### src/rtl/wb_stage_pkg.sv
// Shared definitions for the MEM/WB stage: load-op encodings, stall bit indices, core constants.
// Latency: n/a (declarations only).
// Backpressure: n/a; the stall vector bit positions used by the stage are defined here.
package wb_stage_pkg;

    // Load operation carried from MEM into WB; selects the write-back formatting.
    typedef enum logic [2:0] {
        LOAD_NONE = 3'd0,
        LOAD_LB   = 3'd1,
        LOAD_LBU  = 3'd2,
        LOAD_LH   = 3'd3,
        LOAD_LHU  = 3'd4,
        LOAD_LW   = 3'd5,
        LOAD_LWL  = 3'd6,
        LOAD_LWR  = 3'd7
    } load_op_e;

    // Positions in the 6-bit stall vector produced by ctrl.
    localparam int STALL_MEM = 4;
    localparam int STALL_WB  = 5;

    localparam logic        RstEnable   = 1'b1;
    localparam logic        WriteEnable = 1'b1;
    localparam logic [31:0] ZeroWord    = 32'h0000_0000;

endpackage

### src/rtl/wb_stage_load_formatter.sv
// Aligns and extends a big-endian memory word for write-back, including the LWL/LWR merge with old rt.
// Latency: purely combinational.
// Backpressure: none; output follows the inputs.
// Ports: op (load op), addr_lo (effective address [1:0]), mem (raw word), rt_old (old rt value),
//        result (formatted 32-bit write-back value).
module wb_stage_load_formatter
    import wb_stage_pkg::*;
(
    input  load_op_e    op,
    input  logic [1:0]  addr_lo,
    input  logic [31:0] mem,
    input  logic [31:0] rt_old,
    output logic [31:0] result
);

    logic [7:0]  sel_byte;
    logic [15:0] sel_half;

    // Big-endian lanes: address 0 is the most significant byte.
    always_comb begin
        sel_byte = mem[31:24];
        case (addr_lo)
            2'd0: sel_byte = mem[31:24];
            2'd1: sel_byte = mem[23:16];
            2'd2: sel_byte = mem[15:8];
            2'd3: sel_byte = mem[7:0];
            default: sel_byte = mem[31:24];
        endcase
    end

    // Halfword lane uses addr_lo[1] only; misaligned halfwords never reach this stage.
    assign sel_half = addr_lo[1] ? mem[15:0] : mem[31:16];

    always_comb begin
        result = mem;
        case (op)
            LOAD_LB:  result = {{24{sel_byte[7]}}, sel_byte};
            LOAD_LBU: result = {24'h000000, sel_byte};
            LOAD_LH:  result = {{16{sel_half[15]}}, sel_half};
            LOAD_LHU: result = {16'h0000, sel_half};
            LOAD_LWL: begin
                case (addr_lo)
                    2'd0: result = mem;
                    2'd1: result = {mem[23:0], rt_old[7:0]};
                    2'd2: result = {mem[15:0], rt_old[15:0]};
                    2'd3: result = {mem[7:0],  rt_old[23:0]};
                    default: result = mem;
                endcase
            end
            LOAD_LWR: begin
                case (addr_lo)
                    2'd0: result = {rt_old[31:8],  mem[31:24]};
                    2'd1: result = {rt_old[31:16], mem[31:16]};
                    2'd2: result = {rt_old[31:24], mem[31:8]};
                    2'd3: result = mem;
                    default: result = mem;
                endcase
            end
            default: result = mem;    // LOAD_NONE and LOAD_LW pass the word through
        endcase
    end

endmodule

### src/rtl/wb_stage.sv
// MEM/WB pipeline register with load-data formatting, regfile and HI/LO write ports, retired-instruction count.
// Latency: one cycle from MEM inputs to wb_* outputs; outputs depend only on registered state.
// Backpressure: stall[4] without stall[5] inserts a bubble, both stalled holds, flush kills the MEM slot.
// Ports: clk, rst (sync, active-high); stall, flush; mem_* (MEM-stage results);
//        wb_wreg/wb_wd/wb_wdata (regfile write), wb_whilo/wb_hi/wb_lo (HI/LO write), instret (retire count).
module wb_stage
    import wb_stage_pkg::*;
#(
    parameter int DATA_W = 32,
    parameter int ADDR_W = 5,
    parameter int CNT_W  = 32
) (
    input  logic              clk,
    input  logic              rst,
    input  logic [5:0]        stall,
    input  logic              flush,
    input  logic              mem_valid,
    input  logic [ADDR_W-1:0] mem_wd,
    input  logic              mem_wreg,
    input  logic [31:0]       mem_wdata,
    input  logic [2:0]        mem_load_op,
    input  logic [1:0]        mem_addr_lo,
    input  logic [31:0]       mem_rt_old,
    input  logic              mem_whilo,
    input  logic [31:0]       mem_hi,
    input  logic [31:0]       mem_lo,
    output logic              wb_wreg,
    output logic [ADDR_W-1:0] wb_wd,
    output logic [31:0]       wb_wdata,
    output logic              wb_whilo,
    output logic [31:0]       wb_hi,
    output logic [31:0]       wb_lo,
    output logic [CNT_W-1:0]  instret
);

    // The formatter's lane logic is written for a 32-bit word.
    if (DATA_W != 32) begin : g_data_w_check
        $error("wb_stage: DATA_W must be 32");
    end

    logic              wreg_q;
    logic [ADDR_W-1:0] wd_q;
    logic [31:0]       wdata_q;
    load_op_e          load_op_q;
    logic [1:0]        addr_lo_q;
    logic [31:0]       rt_old_q;
    logic              whilo_q;
    logic [31:0]       hi_q;
    logic [31:0]       lo_q;
    logic [CNT_W-1:0]  instret_q;

    // Stall bits for earlier stages are not relevant here.
    logic unused_stall;
    assign unused_stall = ^stall[3:0];

    always_ff @(posedge clk) begin
        if (rst == RstEnable) begin
            wreg_q    <= 1'b0;
            wd_q      <= '0;
            wdata_q   <= ZeroWord;
            load_op_q <= LOAD_NONE;
            addr_lo_q <= 2'b00;
            rt_old_q  <= ZeroWord;
            whilo_q   <= 1'b0;
            hi_q      <= ZeroWord;
            lo_q      <= ZeroWord;
            instret_q <= '0;
        end else if (flush || (stall[STALL_MEM] && !stall[STALL_WB])) begin
            // Bubble: nothing is written back and nothing retires.
            wreg_q    <= 1'b0;
            wd_q      <= '0;
            wdata_q   <= ZeroWord;
            load_op_q <= LOAD_NONE;
            addr_lo_q <= 2'b00;
            rt_old_q  <= ZeroWord;
            whilo_q   <= 1'b0;
            hi_q      <= ZeroWord;
            lo_q      <= ZeroWord;
        end else if (!stall[STALL_MEM]) begin
            wreg_q    <= mem_wreg;
            wd_q      <= mem_wd;
            wdata_q   <= mem_wdata;
            load_op_q <= load_op_e'(mem_load_op);
            addr_lo_q <= mem_addr_lo;
            rt_old_q  <= mem_rt_old;
            whilo_q   <= mem_whilo;
            hi_q      <= mem_hi;
            lo_q      <= mem_lo;
            if (mem_valid == WriteEnable) begin
                instret_q <= instret_q + CNT_W'(1);
            end
        end
        // Both MEM and WB stalled: every register holds.
    end

    wb_stage_load_formatter u_load_formatter (
        .op      (load_op_q),
        .addr_lo (addr_lo_q),
        .mem     (wdata_q),
        .rt_old  (rt_old_q),
        .result  (wb_wdata)
    );

    assign wb_wreg  = wreg_q;
    assign wb_wd    = wd_q;
    assign wb_whilo = whilo_q;
    assign wb_hi    = hi_q;
    assign wb_lo    = lo_q;
    assign instret  = instret_q;

endmodule
### config.mk
export PLATFORM = sky130hd
export DESIGN_NAME = wb_stage
export DESIGN_NICKNAME = d
export VERILOG_FILES = /design/src/rtl/wb_stage_pkg.sv /design/src/rtl/wb_stage_load_formatter.sv /design/src/rtl/wb_stage.sv
export SDC_FILE = /design/constraint.sdc
export NUM_CORES = 1
export LEC_CHECK = 0
export CAP_MARGIN = 25
export CORE_ASPECT_RATIO = 2
export CORE_MARGIN = 3
export CORE_UTILIZATION = 41
export CTS_CLUSTER_DIAMETER = 200
export DETAILED_ROUTE_END_ITERATION = 7
export PLACE_DENSITY = 0.76
export SLEW_MARGIN = 15
export SYNTH_ARGS = -nofsm -noshare
export SYNTH_HDL_FRONTEND = slang
export SYNTH_SLANG_ARGS = --single-unit
### constraint.sdc
create_clock -name clk -period 2.09 [get_ports clk]
set_input_delay 0.5225 -clock clk [delete_from_list [all_inputs] [get_ports clk]]
set_output_delay 0.5225 -clock clk [all_outputs]
set_load 0.01 [all_outputs]
Word level (Yosys, flattened, before mapping)
Cells that the tools add are included.
- RAM bits: 0
- logic and storage cells: 33
- bits of input ports: 150
- register bits: 172
- memory bits (read-only): 0
- memories kept: 0
- output and inout port bits: 135
- bits in latches: 0
- $mul: 0
- add/subtract/negate cells: 1
- equality and inequality tests: 9
- divide/modulo/power cells: 0
- multiplexer cells: 5
- order comparisons: 0
- shift-type cells: 0
- reductions and logical operators: 6
- bitwise operators: 2
- operator list (operator ; number):
    $pmux W32 S4 ; 2
    $pmux W32 S6 ; 1
    $add A32 B1 Y32 const B ; 1
    $pmux W8 S4 ; 1
    $mux W16 ; 1
    $eq A3 B3 Y1 const B ; 3
    $eq A3 B2 Y1 const B ; 2
    $eq A2 B2 Y1 const B ; 2
    $eq A3 B1 Y1 const B ; 1
    $reduce_and A3 Y1 ; 1
    $eq A2 B1 Y1 const B ; 1
    $logic_not A2 Y1 ; 1
    $not A1 Y1 ; 2
    $reduce_or A2 Y1 ; 1
    $logic_and A1 B1 Y1 ; 1
    $logic_not A1 Y1 ; 1
    $logic_or A1 B1 Y1 ; 1

Longest topological paths before layout
- depth in word-level cells: 5
- gate-level depth with buffers: 7
- mapped depth without buffers: 4

Hierarchy
A second synthesis with hierarchy kept.
- cells, all modules: 903
- area total of the unflattened synthesis: 8563.2 um^2
- modules (own cells, without submodules) (module ; times used ; seq. area each (um^2) ; cells each ; area an instance (um^2)):
    wb_stage ; 1 ; 3443.3 ; 643 ; 6518.8
    wb_stage_load_formatter ; 1 ; 0.0 ; 260 ; 2044.5

Worst setup path after synthesis
OpenSTA, ideal clock, no wires.
- path kind: register to output
- start: register addr_lo_q[0]
- end: output wb_wdata[16]
- stages on the path, launching flop included: 7
- arrival time: 1.731 ns
- buffers on the path: 2
- data required time: 1.567 ns
- slack: -0.163 ns
- cell sequence: dfxtp_1 buf_2 mux4_2 nand2b_1 a22oi_4 buf_4 a21oi_1
- cells in the longest elaborated chain, start to end: 3
- elaborated cells between the ends (all ways): 8
- those cells by class: eq/ne (3); mux (4); reduce/logical (1)
- ends and longest elaborated chain (item ; RTL line ; RTL):
    from (decl) ; wb_stage.sv:45 ; logic [1:0] addr_lo_q;
    from (signal assigned) ; wb_stage.sv:84 ; addr_lo_q <= mem_addr_lo;
    $eq A2 B2 Y1, or another cell as far along ; wb_stage_load_formatter.sv:22, wb_stage_load_formatter.sv:42, wb_stage_load_formatter.sv:51 ;
    $pmux W32 S4, or another cell as far along ; wb_stage_load_formatter.sv:51 ; case (addr_lo)
    $pmux W32 S6 (*) ; wb_stage_load_formatter.sv:36 ; case (op)
    to (decl) ; wb_stage.sv:29 ; output logic [31:0] wb_wdata,
Mark *: on every way between the ends. The rest lies on a longest branch, timed or not.

Final worst setup path
- start: register addr_lo_q[1]
- end: output wb_wdata[24]
Same word-level chain as after synthesis.

==> metrics.txt <==
power per cell area=around 580 mW/mm^2; slowest CP cell=dfxtp_4; Post-Route WL=31,300 um; RSZ-0062 raised after global routing=yes; pre-CTS WS=-0.688 ns; vias in the first global route=8,434; hold path depth=2; via count=around 8,400; syn avg cell area=roughly 9.5 um^2; Net Sw Frac=around 25%; yosys warns=0; largest net degree at the start of global routing=around 100; number of synthesized flops with an enable pin=0; max-cap violations=0; logic gate share of total power=16.0%; crit path DAT=between 2 and 2.5 ns; Fmax=around 0.37 GHz; worst-case vdd ir drop=623 uV; Initial Utilization=between 40% and 50%; antenna violations before repair=4; worst hold slack=0.492 ns; worst rel slew slack=47.3%; Skew-Pair Late Insertion Delay=around 0.43 ns; critical path startpoint category=flip-flop; drt wl/cell=approximately 20 um; Clock Power Share=between 40% and 50%; drt pass-1 iters=5; worst setup path end=wb_wdata[24]; Via density=approximately 5.5; slack of the critical path=-0.605 ns; Reg-to-Reg Start=instret[10]$_SDFFE_PP0P_; drc violations=0; Reg-to-Reg End=instret[24]$_SDFFE_PP0P_; max-slew violations=0; HP Class=flip-flop to flip-flop; Final #Nets=~1,400; kind of critical path=flip-flop to output pin; prevailing post-synth register cell=dfxtp_1; Critical Path Start=addr_lo_q[1]$_SDFFE_PP0N_; height of the die=about 210 um; Synthesized Nets=approximately 1,000; post-synthesis async set-or-reset flop share=0%; DRT antenna net count=0; area grow syn2layout=61.9%; Die W=between 100 and 150 um; crit end category=output pin; row cnt=slightly above 70; GR Overflow Total=0; Lkg Pwr=5.34 nW; Seq/Total Area, Yosys=41.7%; Period minus WS final=about 2.7 ns; hpwl dp=roughly 22,000 um; register bit total from synthesis=~170; CTS H-Tree Depth=4; worst r2r path cells=4; fin area=0.0134 mm^2; Post-DP Area=about 0.012 mm^2; Crit path depth=9; core area=0.0195 mm^2; switching pwr=~2.0 mW; Buf/Inv on CP=5; Cell Count, Final, Fillers Out=approximately 1,500; Slew @ Worst Pin=between 0.7 and 0.8 ns; Total GRT Usage=between 20% and 30%; clk root buf=clkbuf_16; CTS tree=built; Top delay family on crit path=buffers and inverters; clock skew=between 0.01 and 0.015 ns; die area=0.0220 mm^2; Critical Path Max Stage Delay=0.39 ns; reg2reg setup slack=around 0.16 ns; clock slew at reported path FFs=around 0.07 ns; Reg power frac=between 40% and 50%; final hold vios=0; status=finished, violations left; Setup Viol. Count Final=32; Netlist cell types=46; Int Pwr=5.85 mW; fill count=1,452; violated checks=setup timing; dpl cells=around 1,500; DR iter-0 viols=584; global-route wire length before repair=46,600 um; WP data required=roughly 1.6 ns; cell count after synthesis=approximately 870; crit share post-route=129%; total CTS buffers=17; mapped cell area=slightly above 0.008 mm^2; Sink Count=approximately 170; Design Power=7.81 mW; fraction of layout instances using a drive strength above 1=a little under a quarter; final estimated routing congestion in global placement=0.872; Port Buffers=280; CP Cell Sequence=buf_12, buf_4, buf_4, nand2_2, buf_6, mux2i_1, o22a_1, a21oi_4, buf_6; IO Pins=285; Worst Path Max Fanout=7; Clock Tree Buf Depth=2
-- power by group through the flow --
stage	Combinational, mW	Sequential [mW]	Clock, mW
finish	1.25	3.41	3.15
global route	1.33	3.41	3.31
CTS	1.22	3.41	3.20
detailed placement	1.16	3.48	0
global placement	1.15	3.48	0
floorplan	0.472	3.49	0
-- repair_timing --
item                                    4_1_cts  5_1_grt
hold endpoints to repair                      0        0
setup buffers                                15        6
pin swaps                                     8       15
cloned                                        3        1
gates resized for setup                     226       35
hold buffers                                  0        0
endpoints found under the setup margin       32       33
-- Yosys cell counts (all sizes together), types with 8 or more instances --
master,count,share of area [%]
mux2,24,3.3
buf,30,1.8
nand3,13,0.85
mux2i,181,22
o21ai,16,0.97
a31oi,8,0.61
o32a,8,0.97
or4,17,1.5
o211ai,8,0.79
nand2,17,0.80
clkbuf,34,1.5
dfxtp,172,42
nand4,11,0.83
nor2,180,8.2
a21oi,38,2.3
o22a,8,0.85
xor2,8,0.85
nand2b,11,0.83
a2bb2oi,8,0.85
o31ai,17,1.5
a222oi,8,0.97
mux4,9,2.5
-- sequential cells by signal (all words and copies together), names as in the netlist --
| name | flops |
|---|---|
| rt_old_q | 32 |
| wb_lo | 32 |
| addr_lo_q | 2 |
| wb_whilo | 1 |
| load_op_q | 3 |
| wb_hi | 32 |
| wb_wreg | 1 |
| wdata_q | 32 |
| instret | 32 |
| wb_wd | 5 |
-- worst min path at each step --
stage / startpoint / to
final: wb_hi[21]$_SDFFE_PP0N_ / wb_hi[21]$_SDFFE_PP0N_
after global routing: instret[12]$_SDFFE_PP0P_ / instret[12]$_SDFFE_PP0P_
after CTS: wb_wreg$_SDFFE_PP0N_ / wb_wreg$_SDFFE_PP0N_
after detailed placement: wb_lo[3]$_SDFFE_PP0N_ / wb_lo[3]$_SDFFE_PP0N_
after global placement: wb_lo[29]$_SDFFE_PP0N_ / wb_lo[29]$_SDFFE_PP0N_
after floorplan: rt_old_q[0]$_SDFFE_PP0N_ / rt_old_q[0]$_SDFFE_PP0N_
-- stage by stage --
stage | util, % | setup TNS, ns
final | 68.3 | -17.45
after global placement | 62.4 | -20.47
after floorplan | - | -0.457
after CTS | 67.4 | -17.79
after global routing | 68.3 | -19.15
after detailed placement | 62.4 | -21.35
-- final cells by class --
class | count | area, um^2 | area share, %
well taps | 259 | 324 | 2.43
flip-flops and latches | 172 | 3460 | 25.9
clock buffers | 21 | 450 | 3.37
multi-input cells | 624 | 4940 | 37.0
clock inverters | 9 | 115 | 0.862
diodes | 4 | 10.0 | 0.0749
repair buffers | 428 | 4030 | 30.2
inverters | 5 | 18.8 | 0.141
-- worst min-delay path, delay by kind of cell (launching register included) --
| kind | cells | cell delay [ns] |
|---|---|---|
| flip-flops | 1 | 0.32 |
| multiplexers | 1 | 0.06 |
| AND/OR/NAND/NOR | 1 | 0.07 |
-- cells in the final DEF, fill, tap and decap left out, types with 12 or more instances in the layout --
cell type | synthesis | final
clkbuf_16 | 0 | 18
mux2_2 | 23 | 12
nand2_1 | 16 | 15
nor2_1 | 180 | 178
mux2i_1 | 181 | 170
buf_4 | 2 | 124
buf_2 | 20 | 24
nand3_1 | 12 | 12
clkdlybuf4s50_1 | 0 | 247
o31ai_1 | 17 | 17
or4_1 | 17 | 17
buf_6 | 0 | 17
a21oi_1 | 38 | 22
dfxtp_1 | 172 | 166
-- per-layer routing --
metal  share of wire [%]  track usage [%]
met4                 5.1             15.0
met2                  54             52.1
met3                 6.5             7.66
met1                  34             26.6
met5                   0                0
-- kinds of logic after synthesis --
family                     share of synthesized area (%)
AOI/OAI and AO/OA                                   10.4
buffers and inverters                               3.53
and+or+nand+nor                                     15.4
adders and majority gates                          0.152
DFF                                                 41.7
muxes                                               27.7
xor gates and xnor gates                            1.06
Note: power is estimated with default switching activity, not from simulation.
